<file path="src/rtl/insn_encoder_loader.sv">
// Program loader: packs field-level commands into 32-bit instruction words and
// writes them into imem, holding the CPU in reset until the program is complete.
// Optional macro INSN_ENC_ILLEGAL_CHECK_EN drops and flags unknown opcodes.
module insn_encoder_loader #(
    parameter int ADDR_W = 12
) (
    input  logic              clock,
    input  logic              reset,
    input  logic              start,
    input  logic              cmd_valid,
    output logic              cmd_ready,
    input  logic [4:0]        cmd_opcode,
    input  logic [4:0]        cmd_rd,
    input  logic [4:0]        cmd_rs,
    input  logic [4:0]        cmd_rt,
    input  logic [4:0]        cmd_shamt,
    input  logic [4:0]        cmd_aluop,
    input  logic [16:0]       cmd_imm,
    input  logic [26:0]       cmd_target,
    input  logic              cmd_last,
    output logic              imem_we,
    output logic [ADDR_W-1:0] imem_addr,
    output logic [31:0]       imem_data,
    output logic              cpu_hold,
    output logic              done,
    output logic              ill_op,
    output logic              overflow
);

    localparam logic [4:0] OP_R    = 5'b00000;
    localparam logic [4:0] OP_J    = 5'b00001;
    localparam logic [4:0] OP_BNE  = 5'b00010;
    localparam logic [4:0] OP_JAL  = 5'b00011;
    localparam logic [4:0] OP_JR   = 5'b00100;
    localparam logic [4:0] OP_ADDI = 5'b00101;
    localparam logic [4:0] OP_BLT  = 5'b00110;
    localparam logic [4:0] OP_SW   = 5'b00111;
    localparam logic [4:0] OP_LW   = 5'b01000;
    localparam logic [4:0] OP_SETX = 5'b10101;
    localparam logic [4:0] OP_BEX  = 5'b10110;

    typedef enum logic [1:0] {S_LOAD, S_WRITE, S_DONE} state_t;

    state_t            state, state_d;
    logic [ADDR_W-1:0] ptr;
    logic              last_q;
    logic [31:0]       enc;
    logic              legal;
    logic              accept;
    logic              ptr_max;

    assign cmd_ready = (state == S_LOAD);
    assign imem_we   = (state == S_WRITE);
    assign accept    = cmd_valid & cmd_ready;
    assign ptr_max   = (ptr == {ADDR_W{1'b1}});

    // Anything not R/JI/JII falls through to the I-type layout.
    always_comb begin
        enc = {cmd_opcode, cmd_rd, cmd_rs, cmd_imm};
        case (cmd_opcode)
            OP_R:                         enc = {cmd_opcode, cmd_rd, cmd_rs, cmd_rt,
                                                 cmd_shamt, cmd_aluop, 2'b00};
            OP_J, OP_JAL, OP_SETX, OP_BEX: enc = {cmd_opcode, cmd_target};
            OP_JR:                        enc = {cmd_opcode, cmd_rd, 22'b0};
            default: ;
        endcase
    end

`ifdef INSN_ENC_ILLEGAL_CHECK_EN
    always_comb begin
        legal = 1'b0;
        case (cmd_opcode)
            OP_R, OP_J, OP_BNE, OP_JAL, OP_JR, OP_ADDI, OP_BLT,
            OP_SW, OP_LW, OP_SETX, OP_BEX: legal = 1'b1;
            default: legal = 1'b0;
        endcase
    end

    logic ill_q;
    always_ff @(posedge clock or negedge reset) begin
        if (!reset)
            ill_q <= 1'b0;
        else if (accept && !legal)
            ill_q <= 1'b1;
        else if (state == S_DONE && start)
            ill_q <= 1'b0;
    end
    assign ill_op = ill_q;
`else
    assign legal  = 1'b1;
    assign ill_op = 1'b0;
`endif

    always_ff @(posedge clock or negedge reset) begin
        if (!reset)
            state <= S_LOAD;
        else
            state <= state_d;
    end

    always_comb begin
        state_d = state;
        case (state)
            S_LOAD: begin
                if (accept) begin
                    if (legal)
                        state_d = S_WRITE;
                    else if (cmd_last)
                        state_d = S_DONE;
                end
            end
            S_WRITE: begin
                if (last_q || ptr_max)
                    state_d = S_DONE;
                else
                    state_d = S_LOAD;
            end
            S_DONE: begin
                if (start)
                    state_d = S_LOAD;
            end
            default: state_d = S_LOAD;
        endcase
    end

    always_ff @(posedge clock or negedge reset) begin
        if (!reset) begin
            ptr       <= '0;
            last_q    <= 1'b0;
            imem_addr <= '0;
            imem_data <= '0;
            done      <= 1'b0;
            cpu_hold  <= 1'b1;
            overflow  <= 1'b0;
        end else begin
            case (state)
                S_LOAD: begin
                    if (accept && legal) begin
                        imem_data <= enc;
                        imem_addr <= ptr;
                        last_q    <= cmd_last;
                    end else if (accept && cmd_last) begin
                        done     <= 1'b1;
                        cpu_hold <= 1'b0;
                    end
                end
                S_WRITE: begin
                    ptr <= ptr + ADDR_W'(1);
                    // A final write at the top address is a clean finish, not overflow.
                    if (last_q) begin
                        done     <= 1'b1;
                        cpu_hold <= 1'b0;
                    end else if (ptr_max) begin
                        overflow <= 1'b1;
                        done     <= 1'b1;
                    end
                end
                S_DONE: begin
                    if (start) begin
                        ptr      <= '0;
                        done     <= 1'b0;
                        overflow <= 1'b0;
                        cpu_hold <= 1'b1;
                    end
                end
                default: ;
            endcase
        end
    end

endmodule

</file>
<file path="config.mk">
export PLATFORM = sky130hd
export DESIGN_NAME = insn_encoder_loader
export DESIGN_NICKNAME = d
export VERILOG_FILES = /design/src/rtl/insn_encoder_loader.sv
export SDC_FILE = /design/constraint.sdc
export NUM_CORES = 1
export LEC_CHECK = 0
export ABC_AREA = 1
export ABC_CLOCK_PERIOD_IN_PS = 1900
export CAP_MARGIN = 40
export CORE_MARGIN = 1
export CORE_UTILIZATION = 47
export DETAILED_ROUTE_END_ITERATION = 10
export GPL_ROUTABILITY_DRIVEN = 0
export GPL_TIMING_DRIVEN = 0
export HOLD_SLACK_MARGIN = 0.03
export PLACE_DENSITY = 0.89
export SLEW_MARGIN = 20
export SYNTH_ARGS = -nofsm -noshare
export SYNTH_HDL_FRONTEND = slang
export SYNTH_SLANG_ARGS = --single-unit
</file>
<file path="constraint.sdc">
create_clock -name clock -period 1.9 [get_ports clock]
set_input_delay 0.19 -clock clock [delete_from_list [all_inputs] [get_ports clock]]
set_output_delay 0.19 -clock clock [all_outputs]
set_load 0.1 [all_outputs]
</file>
* Yosys cells after proc, flatten, opt, wreduce, memory -nomap -nowiden
Index checks and enable logic that the tools add are counted.
** Word-level totals
- Flip-flop bits (word level) :: 62
- Input port bits :: 79
- Output and inout port bits :: 50
- Logic and storage cells :: 59
** Cells by class
- $add $sub $neg :: 1
- Eq/ne operators :: 16
- Muxes and demuxes :: 20
- Bitwise gates (word level) :: 1
- Reduce and logical (&&, ||, !) cells :: 13
** Operators with widths (number)
- $pmux W27 S3 :: 1
- $pmux W12 S2 :: 1
- $add A12 B1 Y12 const B :: 1
- $eq A12 B12 Y1 const B :: 1
- $mux W12 :: 1
- $eq A5 B5 Y1 const B :: 2
- $mux W1 :: 10
- $reduce_and A5 Y1 :: 2
- $ne A2 B1 Y1 const B :: 4
- $mux W2 :: 3
- $ne A2 B2 Y1 const B :: 3
- $pmux W1 S3 :: 2
- $pmux W2 S3 :: 1
- $reduce_and A2 Y1 :: 3
- $eq A5 B1 Y1 const B :: 1
- $eq A5 B2 Y1 const B :: 1
- $eq A5 B3 Y1 const B :: 1
- $logic_not A5 Y1 :: 1
- $reduce_and A4 Y1 :: 1
- $reduce_or A4 Y1 :: 1
- $ne A3 B1 Y1 const B :: 1
- $reduce_bool A3 Y1 :: 1
- $eq A2 B1 Y1 const B :: 1
- $eq A2 B2 Y1 const B :: 1
- other kinds (6) :: 6

* Logic depth before layout (Yosys ltp)
- Word-level depth :: 6
- Mapped depth :: 10
- Mapped depth without buffers :: 9

* Least setup slack after synthesis
Ideal clock, no wire load.
- Path type :: reg-to-reg
- From :: register state[0]
- To :: register imem_data[25]
- Setup time :: 113 ps
- Arrival time :: 2602 ps
- Data required time :: 1787 ps
- Path slack :: -815 ps
- Cell stages (with the launch flop) :: 8
- Path buffers :: 1
- Period minus slack after synthesis :: 2715 ps
- Path through :: dfrtp_1 > nor2_1 > nand2_1 > inv_2 > clkbuf_1 > nand3_1 > nand2_1 > inv_1
** On the way
- Cells in the longest elaborated chain, start to end :: 3
** Ends and longest elaborated chain
- start, declared :: RTL line 44 : state_t state, state_d;
- start signal, assigned :: RTL line 98 : state <= state_d;
- $logic_not A2 Y1 * :: RTL line 52 : assign cmd_ready = (state == S_LOAD);
- net cmd_ready :: RTL line 11 : output logic cmd_ready,
- $and A1 B1 Y1 :: RTL line 54 : assign accept = cmd_valid & cmd_ready;
- $reduce_and A2 Y1 (no line) *
- end signal, assigned :: RTL line 139 : imem_data <= enc;
- end, declared :: RTL line 23 : output logic [31:0] imem_data,
The timed path passes the listed nets; every way through them passes the cells marked *.
A chain may end at the register's enable or synchronous reset.

* Final worst setup path
- From :: register state[1]
- To :: output cmd_ready
** On the way
- Cells in the longest elaborated chain, start to end :: 1
** Ends and longest elaborated chain (RTL line)
- $logic_not A2 Y1 :: 52
- end, declared :: 11
No other way between the ends.

==> summary.txt <==
Critical path
  – R2R Path Start: state[1]$_DFFE_PN0P_
  – CP required: 1.71 ns
  – CP Data Arrival Time: 1.65 ns
  – Critical setup path kind: register to primary output
  – Worst Setup Start Kind: register
  – CP max stage cell: clkdlybuf4s50_1
  – Worst-path fanout max: 2
  – Reg2reg setup slack: around 0.27 ns
  – Crit-path cells: nor2_4, clkdlybuf4s50_1, buf_12
  – Crit-path max cell delay: 0.55 ns
  – Path depth of the worst reg2reg path: 7
  – Worst r2r dst: imem_data[26]$_DFFE_PN0P_
  – Setup crit end kind: primary output

Layout
  – Area delta synth->final: 74.2%
  – Share of layout cells above drive strength 1: about 15%
  – Layout Cells excl Fill: 737
  – NumNets Final: 732
  – Antenna cells: 0

Logic synthesis
  – Yosys top cell by area: dfrtp_1
  – Syn Inst Count: 464
  – Yosys top cell area share: 46.6%
  – Yosys reg bits: 62
  – Post-Syn Area: 0.00328 sq mm
  – Top post-synthesis cells by count: 122 x nor2_1, 116 x nand2_1, 63 x inv_1
  – Dominant synthesized flop cell: dfrtp_1
  – Share of flip-flops with an asynchronous set or reset: 100%
  – Synth top area cells: dfrtp_1 47%, nor2_1 14%, nand2_1 13%
  – Post-synthesis sequential area ratio: 47.4%
  – Synth cell types: 29
  – Cell with the most instances after synthesis: nor2_1
  – Post-synth EDFFs: 0
  – Synth warn: 0
  – Synth Net Count: 544
  – Synthesized area per cell: 7.06 sq um

Route
  – Wire per inst: ~14 um
  – Drt pass-1 iters: 4
  – Drc violations: 0
  – Drt initial violations: 159
  – Routed vias: 3690
  – Routed vias/inst: 5.01
  – Final wirelength: approximately 10000 um
  – Post-route ant nets: 0

STA
  – Max-slew violation count: 0
  – F_max: 545 MHz
  – Final setup viols: 0
  – RSZ-0062 raised after global routing: no
  – Minimum clock period: about 1.8 ns
  – Final worst path period share: between 90% and 100%
  – Clock skew: around 0.014 ns
  – Final Hold Viols: 0
  – Hold_ws: 0.288 ns

GRT
  – GRT Total Usage: between 30% and 40%
  – Largest net degree at the start of global routing: 43
  – Total grt overflow: 0
  – Number of global-route vias before repair: 3801
  – First-pass GRT wire length: 17000 um
  – Initial antenna violation count: 0

Clocking
  – # clock sinks: 62
  – Longest Clk Path Bufs: 2
  – Root Driver: clkbuf_8
  – CTS H-Tree Depth: 3
  – Worst skew pair latency: 0.34 ns
  – TritonCTS buffer count: 9
  – Clock slew seen by the registers of the worst setup and hold paths: 0.07 ns
  – CTS tree: yes

Floorplanning
  – Rows: 30
  – Die width: 85.5 um
  – I/O Pins: 129
  – Die area: 0.00731 sq mm
  – Starting Density: approximately half
  – Core area: 0.00676 sq mm
  – Die Y: 85.5 um

Hold path
  – Hold Crit Class: input port to asynchronous set/reset pin

Power
  – Leakage: 0.00273 uW
  – Peak supply drop: 1430 uV
  – P per Cell Area: 1920 mW/mm^2
  – Total power: 11000 uW

Place
  – Dpl cells: 721
  – Port Buffer Count: around 130
  – Hpwl dp: 8230 um

Outcome
  – Outcome: finished, final reports clean

Run
  – Max-cap violation count: 0
worst max-delay path by stage:
| stage | from | end | slack (ns) | cells after the start |
|---|---|---|---|---|
| 2_1_floorplan | state[1]$_DFFE_PN0P_ | imem_data[25]$_DFFE_PN0P_ | 0.08 | 7 |
| 3_3_place_gp | reset | imem_data[22]$_DFFE_PN0P_ | -1.33 | 1 |
| 3_5_place_dp | state[1]$_DFFE_PN0P_ | imem_we | -0.007 | 6 |
| 4_1_cts | state[1]$_DFFE_PN0P_ | cmd_ready | 0.05 | 3 |
| 5_1_grt | state[0]$_DFFE_PN0P_ | cmd_ready | 0.0003 | 3 |
| 6_report | state[1]$_DFFE_PN0P_ | cmd_ready | 0.06 | 3 |
per-stage QoR:
stage	util [%]	instance area, sq um	setup slack [ns]	TNS (ns)
CTS	84.4	5700	0.0460	0
global placement	68.9	4650	-1.33	-81.84
detailed placement	81.1	5480	-0.00685	-0.00685
floorplan	-	3280	0.0774	0
global route	84.4	5710	0.000312	0
finish	84.4	5710	0.0639	0
registers in the layout, summed over array words and instances, names as in the netlist:
signal     flops
state          2
overflow       1
last_q         1
cpu_hold       1
done           1
imem_data     32
imem_addr     12
ptr           12
placed cells by master (no fill, tap or decap), types with 2 or more instances in the layout:
cell,instances
nor2_2,3
a21oi_1,2
nand2_2,4
nand3_1,22
buf_8,43
buf_12,3
nand4_1,3
buf_16,6
inv_2,2
clkbuf_1,4
nor2_1,121
o21ai_0,30
clkinvlp_4,3
buf_2,6
nor3_1,3
clkdlybuf4s50_1,125
buf_4,4
dfrtp_1,61
nand2_1,115
inv_1,62
or2_2,5
o22ai_1,3
nand2_4,2
clkbuf_8,10
cell type report:
| class | count | area, sq um |
|---|---|---|
| buffer | 16 | 109 |
| clock buffer | 10 | 138 |
| clock inverter | 6 | 70.1 |
| fill | 395 | 1050 |
| inverter | 65 | 244 |
| multi-input combinational | 321 | 1380 |
| sequential | 62 | 1550 |
| tap | 80 | 100 |
| timing repair buffer | 177 | 2110 |
critical path: cells and delay by family (launching register included):
| kind | cells | cell delay [ns] |
|---|---|---|
| buf+inv | 2 | 0.73 |
| flops | 1 | 0.41 |
| simple gates | 1 | 0.16 |
report_power, final:
part | leakage (uW) | total, uW | internal, uW | switching (uW)
Clock | 0.0000951 | 1190 | 647 | 545
Sequential | 0.000764 | 2200 | 1860 | 343
Combinational | 0.00187 | 7560 | 2730 | 4840
logic make-up (layout without fill, tap and decap cells):
kind of cell	Yosys count	after routing	synth area share, %
AO/OA/AOI/OAI	38	38	6.11
adder cells (fa/ha/maj)	1	1	0.382
flip-flops	62	62	47.4
AND/OR/NAND/NOR	281	281	35.3
other	1	1	0.114
buffers and inverters	81	274	10.7
routing by layer:
| metal | GRT usage [%] | up-vias | wire length, um |
|---|---|---|---|
| met1 | 34.0 | 1730 | 4030 |
| met5 | 0 | - | 0 |
| met3 | 7.10 | 35 | 533 |
| met2 | 54.3 | 148 | 5550 |
| li1 | - | 1777 | - |
| met4 | 13.5 | 0 | 335 |
what timing repair did:
| action | CTS | global route |
|---|---|---|
| setup buffers | 0 | 0 |
| endpoints found under the hold margin | 20 | 0 |
| setup endpoints to repair | 1 | 1 |
| gates resized for setup | 4 | 1 |
| hold buffers | 1 | 0 |
(Power assumes the default switching activity.)
